===== config.mk =====
export PLATFORM = sky130hd
export DESIGN_NAME = multi_cycle_shift_register
export DESIGN_NICKNAME = d
export VERILOG_FILES = /design/src/rtl/multi_cycle_shift_register_pkg.sv /design/src/rtl/multi_cycle_shift_register_shift_step.sv /design/src/rtl/multi_cycle_shift_register.sv
export SDC_FILE = /design/constraint.sdc
export NUM_CORES = 1
export LEC_CHECK = 0
export CORE_MARGIN = 3
export CORE_UTILIZATION = 42
export CTS_CLUSTER_DIAMETER = 40
export DETAILED_ROUTE_END_ITERATION = 8
export HOLD_SLACK_MARGIN = 0.06
export PLACE_DENSITY = 0.7
export REMOVE_ABC_BUFFERS = 1
export SYNTH_ARGS = -nofsm -noshare
export SYNTH_HDL_FRONTEND = slang
export SYNTH_HIERARCHICAL = 1
export SYNTH_SLANG_ARGS = --single-unit

===== constraint.sdc =====
create_clock -name Clock -period 3.1 [get_ports Clock]
set_input_delay 0.62 -clock Clock [delete_from_list [all_inputs] [get_ports Clock]]
set_output_delay 0.62 -clock Clock [all_outputs]
set_load 0.01 [all_outputs]

===== src/rtl/multi_cycle_shift_register_pkg.sv =====
// Shared encodings for the serial multi-cycle shifter and its single-step core.
package multi_cycle_shift_register_pkg;

    localparam int unsigned MODE_WIDTH = 3;

    // Operation encodings presented on Mode; 110/111 behave as hold.
    localparam logic [MODE_WIDTH-1:0] MODE_HOLD = 3'b000;
    localparam logic [MODE_WIDTH-1:0] MODE_SLL  = 3'b001;
    localparam logic [MODE_WIDTH-1:0] MODE_SRL  = 3'b010;
    localparam logic [MODE_WIDTH-1:0] MODE_SRA  = 3'b011;
    localparam logic [MODE_WIDTH-1:0] MODE_ROL  = 3'b100;
    localparam logic [MODE_WIDTH-1:0] MODE_ROR  = 3'b101;

    // Sequencer states.
    typedef enum logic [1:0] {
        ST_IDLE  = 2'd0,
        ST_SHIFT = 2'd1,
        ST_DONE  = 2'd2
    } state_e;

    // True for modes that actually move bits (and therefore update SerialOut).
    function automatic logic is_shift_mode(input logic [MODE_WIDTH-1:0] mode);
        return (mode == MODE_SLL) || (mode == MODE_SRL) || (mode == MODE_SRA) ||
               (mode == MODE_ROL) || (mode == MODE_ROR);
    endfunction

endpackage


===== src/rtl/multi_cycle_shift_register_shift_step.sv =====
// One-position shift/rotate step; purely combinational so a barrel shifter can reuse it.
module multi_cycle_shift_register_shift_step
    import multi_cycle_shift_register_pkg::*;
#(
    parameter int unsigned WIDTH = 32
) (
    input  logic [WIDTH-1:0]      value,
    input  logic [MODE_WIDTH-1:0] mode,
    output logic [WIDTH-1:0]      next_value,
    output logic                  out_bit
);

    // Select the single-step result and the bit that leaves the register.
    always_comb begin
        next_value = value;
        out_bit    = 1'b0;
        case (mode)
            MODE_SLL: begin
                next_value = {value[WIDTH-2:0], 1'b0};
                out_bit    = value[WIDTH-1];
            end
            MODE_SRL: begin
                next_value = {1'b0, value[WIDTH-1:1]};
                out_bit    = value[0];
            end
            MODE_SRA: begin
                next_value = {value[WIDTH-1], value[WIDTH-1:1]};
                out_bit    = value[0];
            end
            MODE_ROL: begin
                next_value = {value[WIDTH-2:0], value[WIDTH-1]};
                out_bit    = value[WIDTH-1];
            end
            MODE_ROR: begin
                next_value = {value[0], value[WIDTH-1:1]};
                out_bit    = value[0];
            end
            default: begin
                next_value = value;
                out_bit    = 1'b0;
            end
        endcase
    end

endmodule


===== src/rtl/multi_cycle_shift_register.sv =====
// Low-area serial shifter: parallel load, then one bit position per clock with Start/Busy/Done.
module multi_cycle_shift_register
    import multi_cycle_shift_register_pkg::*;
#(
    parameter int unsigned WIDTH        = 32,
    parameter int unsigned AMOUNT_WIDTH = 5
) (
    input  logic                    Clock,
    input  logic                    Reset,
    input  logic                    Load,
    input  logic [WIDTH-1:0]        Data,
    input  logic                    Start,
    input  logic [MODE_WIDTH-1:0]   Mode,
    input  logic [AMOUNT_WIDTH-1:0] Amount,
    output logic [WIDTH-1:0]        Q,
    output logic                    SerialOut,
    output logic                    Busy,
    output logic                    Done
);

    state_e                  state;
    logic [MODE_WIDTH-1:0]   mode_r;
    logic [AMOUNT_WIDTH-1:0] count;
    logic [WIDTH-1:0]        step_value;
    logic                    step_bit;

    multi_cycle_shift_register_shift_step #(
        .WIDTH(WIDTH)
    ) u_step (
        .value     (Q),
        .mode      (mode_r),
        .next_value(step_value),
        .out_bit   (step_bit)
    );

    // Sequencer, down-counter and data registers; Busy/Done track the next state.
    always_ff @(posedge Clock) begin
        if (Reset) begin
            state     <= ST_IDLE;
            mode_r    <= MODE_HOLD;
            count     <= '0;
            Q         <= '0;
            SerialOut <= 1'b0;
            Busy      <= 1'b0;
            Done      <= 1'b0;
        end else begin
            case (state)
                ST_SHIFT: begin
                    Q     <= step_value;
                    count <= count - AMOUNT_WIDTH'(1);
                    if (is_shift_mode(mode_r)) begin
                        SerialOut <= step_bit;
                    end
                    if (count == AMOUNT_WIDTH'(1)) begin
                        state <= ST_DONE;
                        Busy  <= 1'b0;
                        Done  <= 1'b1;
                    end
                end
                default: begin
                    // IDLE and DONE accept new work; Load wins over Start.
                    if (Load) begin
                        Q     <= Data;
                        state <= ST_IDLE;
                        Busy  <= 1'b0;
                        Done  <= 1'b0;
                    end else if (Start) begin
                        mode_r <= Mode;
                        count  <= Amount;
                        if (Amount != '0) begin
                            state <= ST_SHIFT;
                            Busy  <= 1'b1;
                            Done  <= 1'b0;
                        end else begin
                            state <= ST_DONE;
                            Busy  <= 1'b0;
                            Done  <= 1'b1;
                        end
                    end else begin
                        state <= ST_IDLE;
                        Busy  <= 1'b0;
                        Done  <= 1'b0;
                    end
                end
            endcase
        end
    end

endmodule


==> metrics.md <==
| Metric | Value |
|---|---|
| Status | `completed` |
| Clock Sinks | `43` |
| Layout cells sized above 1 | `7.04%` |
| Top FF cell, synth | `dfxtp_1` |
| Initial Utilization | `43.9%` |
| Clock tree buffer depth | `2` |
| Final setup vio count | `0` |
| Dominant cell type by area after synthesis | `dfxtp_1` |
| # DRC | `0` |
| Largest net degree at the start of global routing | `between 50 and 60` |
| Worst-Margin Slew | `0.560 ns` |
| Postcts setup bufs | `0` |
| Core area | `7370 µm²` |
| Final period util | `64.7%` |
| Clk Latency, worst-skew pair | `0.31 ns` |
| Mapped cell area | `3240 µm²` |
| Max layer used | `met4` |
| Yosys reg bits | `43` |
| Hpwl dp | `around 5.5 mm` |
| Clock Root Buffer | `clkbuf_8` |
| Critical path capture point type | `primary output` |
| Hold slack final | `around 0.51 ns` |
| Clock-pin slew on the worst setup and hold paths | `roughly 0.09 ns` |
| Area Overhead vs Synth | `26.1%` |
| Cell count after synthesis | `411` |
| Die extent in y | `approximately 94 µm` |
| Sequential fraction of the synthesis area | `26.6%` |
| Achievable Freq | `499 MHz` |
| Final hold vios | `0` |
| Rel. slew slack | `62.7%` |
| Async SR Flop Fraction | `0%` |
| Critical Path Start Type | `flop` |
| CTS tree | `yes` |
| Top cells by area, synth | `dfxtp_1 (27%), mux2i_1 (11%), nor2_1 (11%)` |
| Number of port buffers | `78` |
| First-pass iteration count of the detailed router | `4` |
| Pwr dens | `413 nW/µm²` |
| Reg area | `862 µm²` |
| Critical path arrival | `1.38 ns` |
| Via count | `3,106` |
| Worst Path Max Fanout | `9` |
| Worst setup margin | `1.10 ns` |
| Chip width | `93.8 µm` |
| Number of distinct library cells after synthesis | `41` |
| CP required | `roughly 2.5 ns` |
| Met3 wire length | `479 µm` |
| Final instance area | `4080 µm²` |
| Fillers | `717` |
| Met1 wire length | `3.79 mm` |
| Hold crit path type | `flop to flop` |
| Num ports | `79` |
| Total grt overflow | `0` |
| CTS Hold Bufs | `0` |
| Maxcap violations | `0` |
| Nets | `514` |
| CP top delay family | `buffers and inverters` |
| Initial antenna violation count | `0` |
| Routed WL | `7.91 mm` |
| RSZ-0062 raised after global routing | `false` |
| Setup TNS | `0 ns` |
| Core Rows | `31` |
| EDFF count, synth | `0` |
| Final ANT Viol Nets | `0` |
| Critical Path, Cell by Cell | `clkdlybuf4s50_1` |
| Lkg Pwr | `between 1.5 and 2 nW` |
| Fin crit period | `2.00 ns` |
| Global-route wire length before repair | `13.3 mm` |
| Gr usage total | `18.2%` |
| Met2 Routed Length | `roughly 3.6 mm` |
| Placed cell area | `3970 µm²` |
| VDD IR max | `about 210 µV` |
| Number of H-tree levels | `2` |
| Vias in the first global route | `2,865` |
| Most frequent cell after synthesis | `nor2_1` |
| Multi-input gate area | `2100 µm²` |
| Synth warnings | `6` |
| Slew Viols, Final | `0` |
| Die footprint | `around 8800 µm²` |
| Post-cts sizing count | `0` |
| CP max stage delay | `roughly 0.60 ns` |
| Antenna diodes | `0` |
| CP max stage cell | `clkdlybuf4s50_1` |
| GPL Wtd Cong | `between 0.8 and 0.9` |
| Post-Syn Area per Cell | `~8 µm²` |
| Num CTS Buffers | `5` |
| Initial DRC count | `163` |
| Yosys top cell area share | `26.6%` |
| Wirelength per Cell | `between 10 and 15 µm` |
| Via density | `5.47` |
| Clk_skew | `~0.013 ns` |
| WS Path Type | `flop to primary output` |
| Top cells by instance count after synthesis | `nor2_1 (95), dfxtp_1 (43), mux2i_1 (37)` |
| Critical path buffers and inverters | `1` |
| Pre-CTS setup slack | `1.13 ns` |
layout make-up:
| cell class | count | share of cell area (%) |
|---|---|---|
| Clock inverter | 3 | 1.07 |
| Sequential cell | 43 | 21.1 |
| Inverter | 6 | 0.552 |
| Tap cell | 99 | 3.03 |
| Timing Repair Buffer | 87 | 21.0 |
| Multi-Input combinational cell | 325 | 51.6 |
| Clock buffer | 5 | 1.69 |
cell usage in the layout, fill, tap and decap left out, types with 2 or more instances in the layout:
cell,synthesis,routed
clkdlybuf4s50_1,0,77
mux2_4,5,5
nand3_1,4,4
nor2_1,95,95
dfxtp_1,43,42
nand2_1,16,16
a221o_1,22,22
a22oi_1,2,2
o21a_1,2,2
and2b_1,19,19
o21ai_0,7,7
nor2b_1,10,10
nand2b_1,3,2
clkbuf_8,0,5
mux2i_1,37,37
a211o_1,5,5
a21oi_1,13,13
nor3_1,32,32
a211oi_1,32,32
mux2_2,3,3
buf_4,8,8
ha_1,2,2
inv_1,6,6
final timing paths:
path	start	to	slack, ns	cells after the start
worst max-delay path	Q[31]$_SDFFE_PP0P_	Q[31]	1.10	1
worst min-delay path	count[4]$_SDFFE_PP0P_	count[4]$_SDFFE_PP0P_	0.51	2
worst max register to register	mode_r[0]$_SDFFE_PP0P_	Q[6]$_SDFFE_PP0P_	1.16	6
worst min register to register	count[4]$_SDFFE_PP0P_	count[4]$_SDFFE_PP0P_	0.51	2
registers in the layout, indices dropped and copies added (netlist names):
signal and count:
Q 32, count 5, mode_r 3, Busy 1, Done 1, SerialOut 1
worst min-delay path, cell delays in order, from the launching register on:
cell and delay (ns):
dfxtp_1 0.32, o311ai_0 0.08, a21oi_1 0.06
through the flow:
| stage | cells | utilization [%] | power (mW) |
|---|---|---|---|
| 3_3_place_gp | 560 | 53.9 | 1.23 |
| 6_report | 568 | 55.4 | 1.68 |
| 4_1_cts | 568 | 55.4 | 1.70 |
| 5_1_grt | 568 | 55.4 | 1.79 |
| 3_5_place_dp | 560 | 53.9 | 1.24 |
| 2_1_floorplan | 374 | - | 1.00 |
kinds of logic after synthesis:
group,share of synthesized area (%)
compound gates,22.5
fa+ha+maj,0.773
buf+inv,8.43
flops,26.6
mux,14.8
simple gates,26.9
where the power goes:
part	switching, mW	internal [mW]	total (mW)	leakage [nW]
combinational	0.255	0.298	0.553	1.24
sequential	0.0695	0.606	0.675	0.356
clock	0.215	0.240	0.455	0.0581
total	0.540	1.14	1.68	1.65
layer usage:
layer / GRT usage, % / up-vias
li1: - / 1601
met1: 24.1 / 1417
met2: 30.6 / 83
met3: 3.13 / 5
met4: 4.33 / 0
met5: 0 / -
Power figures use the tool's default switching activity.
